[config.mk]
export PLATFORM = sky130hd
export DESIGN_NAME = control_unit
export DESIGN_NICKNAME = d
export VERILOG_FILES = /design/src/rtl/control_unit.sv
export SDC_FILE = /design/constraint.sdc
export NUM_CORES = 1
export LEC_CHECK = 0
export CAP_MARGIN = 30
export CORE_MARGIN = 2
export CORE_UTILIZATION = 50
export CTS_BUF_LIST = sky130_fd_sc_hd__clkbuf_4
export DETAILED_ROUTE_END_ITERATION = 10
export PLACE_DENSITY = 0.81
export RECOVER_POWER = 100
export SLEW_MARGIN = 20
export SYNTH_ARGS = -nofsm -noshare
export SYNTH_HDL_FRONTEND = slang
export SYNTH_SLANG_ARGS = --single-unit
[constraint.sdc]
create_clock -name clk -period 2.9 [get_ports clk]
set_input_delay 0.58 -clock clk [delete_from_list [all_inputs] [get_ports clk]]
set_output_delay 0.58 -clock clk [all_outputs]
set_load 0.02 [all_outputs]
[src/rtl/control_unit.sv]
// control_unit: four-state (IDLE/READ/EXEC/WB) controller that fetches one
// instruction, reads two operands from an external register bank, runs a
// small ALU and writes the result back. Fixed 4-cycle latency, no hazards.
module control_unit #(
    parameter int OPW = 4
) (
    input  logic        clk,
    input  logic        reset,
    input  logic        instr_valid,
    output logic        instr_ready,
    input  logic [15:0] instr,
    output logic [3:0]  address_a,
    output logic [3:0]  address_b,
    input  logic [15:0] data_out_a,
    input  logic [15:0] data_out_b,
    output logic        write_enable,
    output logic [3:0]  address_w,
    output logic [15:0] data_in_w,
    output logic        clear,
    output logic        done,
    output logic        illegal_op,
    output logic        zero_flag,
    output logic        carry_flag
);

    typedef enum logic [1:0] {IDLE, READ, EXEC, WB} state_t;

    localparam logic [OPW-1:0] OP_NOP   = 4'h0;
    localparam logic [OPW-1:0] OP_LOADI = 4'h1;
    localparam logic [OPW-1:0] OP_ADD   = 4'h2;
    localparam logic [OPW-1:0] OP_SUB   = 4'h3;
    localparam logic [OPW-1:0] OP_AND   = 4'h4;
    localparam logic [OPW-1:0] OP_OR    = 4'h5;
    localparam logic [OPW-1:0] OP_MOV   = 4'h6;
    localparam logic [OPW-1:0] OP_CLR   = 4'h7;

    state_t         state, state_nxt;
    logic [15:0]    ir;
    logic [15:0]    op_a, op_b;
    logic [15:0]    result;
    logic [OPW-1:0] opcode;
    logic [16:0]    sum17;
    logic [15:0]    alu_res;
    logic           alu_z, alu_c, alu_upd;
    logic           writes_reg;

    assign opcode    = ir[15:12];
    assign address_a = ir[7:4];
    assign address_b = ir[3:0];
    assign address_w = ir[11:8];
    assign data_in_w = result;
    assign sum17     = {1'b0, op_a} + {1'b0, op_b};

    // LOADI..MOV are the only opcodes that produce a register write
    assign writes_reg = (opcode >= OP_LOADI) && (opcode <= OP_MOV);

    // state register, instruction capture, operand/result/flag registers
    always_ff @(posedge clk) begin
        if (reset) begin
            state      <= IDLE;
            ir         <= '0;
            op_a       <= '0;
            op_b       <= '0;
            result     <= '0;
            zero_flag  <= 1'b0;
            carry_flag <= 1'b0;
        end else begin
            state <= state_nxt;
            if (state == IDLE && instr_valid)
                ir <= instr;
            if (state == READ) begin
                op_a <= data_out_a;
                op_b <= data_out_b;
            end
            if (state == EXEC) begin
                result <= alu_res;
                if (alu_upd) begin
                    zero_flag  <= alu_z;
                    carry_flag <= alu_c;
                end
            end
        end
    end

    // ALU: result and flag update for the captured opcode
    always_comb begin
        alu_res = '0;
        alu_c   = 1'b0;
        alu_upd = 1'b0;
        case (opcode)
            OP_LOADI: alu_res = {8'h00, ir[7:0]};
            OP_ADD: begin
                alu_res = sum17[15:0];
                alu_c   = sum17[16];
                alu_upd = 1'b1;
            end
            OP_SUB: begin
                alu_res = op_a - op_b;
                alu_c   = (op_a >= op_b);
                alu_upd = 1'b1;
            end
            OP_AND: begin
                alu_res = op_a & op_b;
                alu_upd = 1'b1;
            end
            OP_OR: begin
                alu_res = op_a | op_b;
                alu_upd = 1'b1;
            end
            OP_MOV:  alu_res = op_a;
            default: alu_res = '0;
        endcase
        alu_z = (alu_res == 16'h0000);
    end

    // next state and per-state strobes; reset gates the handshake
    always_comb begin
        state_nxt    = state;
        instr_ready  = 1'b0;
        write_enable = 1'b0;
        clear        = 1'b0;
        done         = 1'b0;
        illegal_op   = 1'b0;
        case (state)
            IDLE: begin
                instr_ready = ~reset;
                if (instr_valid)
                    state_nxt = READ;
            end
            READ: state_nxt = EXEC;
            EXEC: state_nxt = WB;
            WB: begin
                done         = 1'b1;
                write_enable = writes_reg;
                clear        = (opcode == OP_CLR);
                illegal_op   = (opcode > OP_CLR);
                state_nxt    = IDLE;
            end
            default: state_nxt = IDLE;
        endcase
    end

endmodule

==> reports/results.tsv <==
metric	value	unit
hold_path_depth	2	
final_common_cell	buf_4	
n_fill_cell	845	
clk_pin_slew	0.11	ns
synth_cells	637	
holdWs	0.457	ns
crit_path_end_kind	flip-flop	
pwr_density_cell	815	nW/um^2
cts-root-buf	clkbuf_4	
mostFrequentLayoutCells	91 x buf_4, 84 x nor2_1, 64 x dfxtp_1	
grt_pass1_wl	26300	microns
port_buffers	85	
clk_latency	0.44	ns
finalWirelength	16100	microns
cp_max_fo	5	
numCtsBuffers	9	
max_freq	0.337	GHz
gp_congestion	0.969	
outcome	finished with violations	
p_clk_share	10.9	%
reg2reg_slack	-0.07	ns
holdPathEnd	ir[10]	
cts_tree	done	
p_sw	2470	uW
ios	86	
avgRoutedWirePerCell	17.6	microns
skew	0.0157	ns
drv_slew	0	
p_int	3180	uW
critPathRequiredTime	3.21	ns
min_from	ir[10]	
r2r-start	op_a[0]	
chipWidth	105	microns
synth-seq-area-share	26.7	%
fin_ws	-0.0690	ns
reg2reg_to	carry_flag	
hold_viol_final	0	
dieArea	11000	sq um
p_leak	0.00291	uW
p_seq_share	23.7	%
ys.flop_type	dfxtp_1	
hold_path_class	flip-flop to flip-flop	
grt_max_degree	38	
num_rows	36	
via_per_inst	5.67	
drtIter0Drc	276	
ir_worst_vdd	0.429	mV
synth_edf_count	0	
critPathKind	flip-flop to flip-flop	
cts.sinks	68	
p_comb_share	65.4	%
maxCapViolations	0	
tightest_slew	1.34	ns
layout-drive-gt1-share	21.6	%
arrival	3.28	ns
cts_max_path_buffers	2	
rsz0062_at_grt	true	
cts_htree_levels	3	
overflow	0	
slew_headroom	10.6	%
final_net_count	888	
violations	negative setup slack	
timing.final.crit_share	102	%
grt_antenna_before_repair	0	
remaining_drc_errors	0	
start_util	52.0	%
synthArstFlopShare	0	%
dp_hpwl	12300	microns
vias	5194	
grtUsageTotal	29.6	%
avgSynthCellArea	8.01	sq um
synth_area	5100	sq um
grt_pass1_vias	5293	
p_sw_share	43.7	%
synth_cell_type_count	67	
syn_nets	746	
reg2regPathDepth	14	
ys.warnings.count	0	
dr.pass1.iters	7	
areaGrowthSynthToFinish	36.1	%
antenna_left	0	
place_ws	-0.321	ns
coreArea	9820	sq um
fin_crit	2.97	ns
ys_seq_elements	68	
setup_viol	3	
crit_path_start_kind	flip-flop	
chipHeight	105	microns
num_antenna_cells	0	
## cell usage after synthesis (4+ instances only)
master | instances | share of area, %
a221oi_1 | 6 | 1.0
o21bai_1 | 5 | 0.74
ha_1 | 56 | 14
a31oi_1 | 6 | 0.74
inv_1 | 47 | 3.5
nand3_1 | 6 | 0.59
xnor2_1 | 7 | 1.2
a211oi_1 | 19 | 2.8
clkbuf_1 | 23 | 1.7
a22oi_1 | 4 | 0.59
nand2b_1 | 11 | 1.3
nor3_1 | 14 | 1.4
mux2i_1 | 39 | 7.7
o221ai_1 | 7 | 1.2
nor2b_1 | 7 | 0.86
and2_1 | 4 | 0.49
a221o_1 | 7 | 1.4
dfxtp_1 | 68 | 27
buf_2 | 12 | 1.2
nor2_1 | 85 | 6.3
a32oi_1 | 4 | 0.69
o21ai_0 | 14 | 1.4
or2_2 | 4 | 0.49
a21oi_1 | 50 | 4.9
or3_1 | 4 | 0.49
buf_4 | 13 | 1.9
o211ai_1 | 6 | 0.88
nand2_1 | 51 | 3.8
## repair_timing
| item | CTS | global route |
|---|---|---|
| buffers inserted | 6 | 6 |
| setup endpoints to repair | 7 | 8 |
| pin swaps | 23 | 14 |
| hold buffers | 0 | 0 |
| resized for setup | 42 | 21 |
## through the flow
step                setup TNS (ns)  utilization [%]  total power (uW)  instance area, sq um  std cells
finish                      -0.106             70.7              5660                  6950        916
global route                -0.562             70.7              6030                  6950        916
CTS                       -0.00316             69.6              5480                  6840        910
detailed placement           -1.12             66.3              4620                  6510        889
global placement            -0.395             66.3              4510                  6510        889
floorplan                        0                -              3400                  5100        637
## cells by family after synthesis
kind of cell | count (synthesis) | share of synthesized area (%)
xor+xnor | 8 | 1.37
flops | 68 | 26.7
mux | 40 | 7.87
simple gates | 201 | 18.0
fa+ha+maj | 58 | 14.5
buf+inv | 98 | 8.46
compound gates | 164 | 23.1
## flip-flops by register name, summed over array words and instances (netlist names)
register / flops
data_in_w: 16
ir: 16
op_a: 16
op_b: 16
state: 2
carry_flag: 1
zero_flag: 1
## power by group through the flow
stage                     clock network (uW)  registers [uW]  logic [uW]
after global routing                     664            1370        3990
final                                    619            1340        3700
after global placement                     0            1330        3180
after CTS                                630            1340        3510
after detailed placement                   0            1350        3270
after floorplan                            0            1390        2010
## area by class of cell
cell class | instances | area (sq um) | share of cell area (%)
inverters | 47 | 176 | 2.54
repair buffers | 182 | 1570 | 22.6
multi-input cells | 471 | 3540 | 51.0
clock buffers | 11 | 82.6 | 1.19
clock inverters | 4 | 41.3 | 0.594
flip-flops and latches | 68 | 1370 | 19.7
well taps | 133 | 166 | 2.40
## worst max path at each step
stage            start       endpoint  slack (ns)  cells after the start
3_5_place_dp   op_a[0]     carry_flag       -0.32                     14
2_1_floorplan  op_a[0]      zero_flag        0.07                     13
6_report       op_a[0]     carry_flag       -0.07                     14
3_3_place_gp   op_a[1]      zero_flag       -0.15                     12
5_1_grt        op_a[0]  data_in_w[14]       -0.14                     15
4_1_cts        op_a[0]  data_in_w[14]      -0.003                     15
## worst max-delay path, stage by stage (launching register included)
cell	delay [ns]
dfxtp_2	0.35
inv_2	0.08
ha_4	0.14
inv_2	0.03
fa_2	0.34
nor2b_4	0.14
o21ai_2	0.17
a31oi_1	0.10
or2_4	0.29
a31o_2	0.23
a211oi_2	0.23
o21ai_1	0.11
a311o_1	0.29
a31oi_1	0.23
a221oi_1	0.11
## routing by layer
layer	vias up	share of wire [%]	track usage (%)
met5	-	0	0
met4	0	2.4	10.4
met3	34	6.5	6.36
met2	217	48	49.7
met1	2434	43	37.4
li1	2509	-	-
Note: power is estimated with default switching activity, not from simulation.
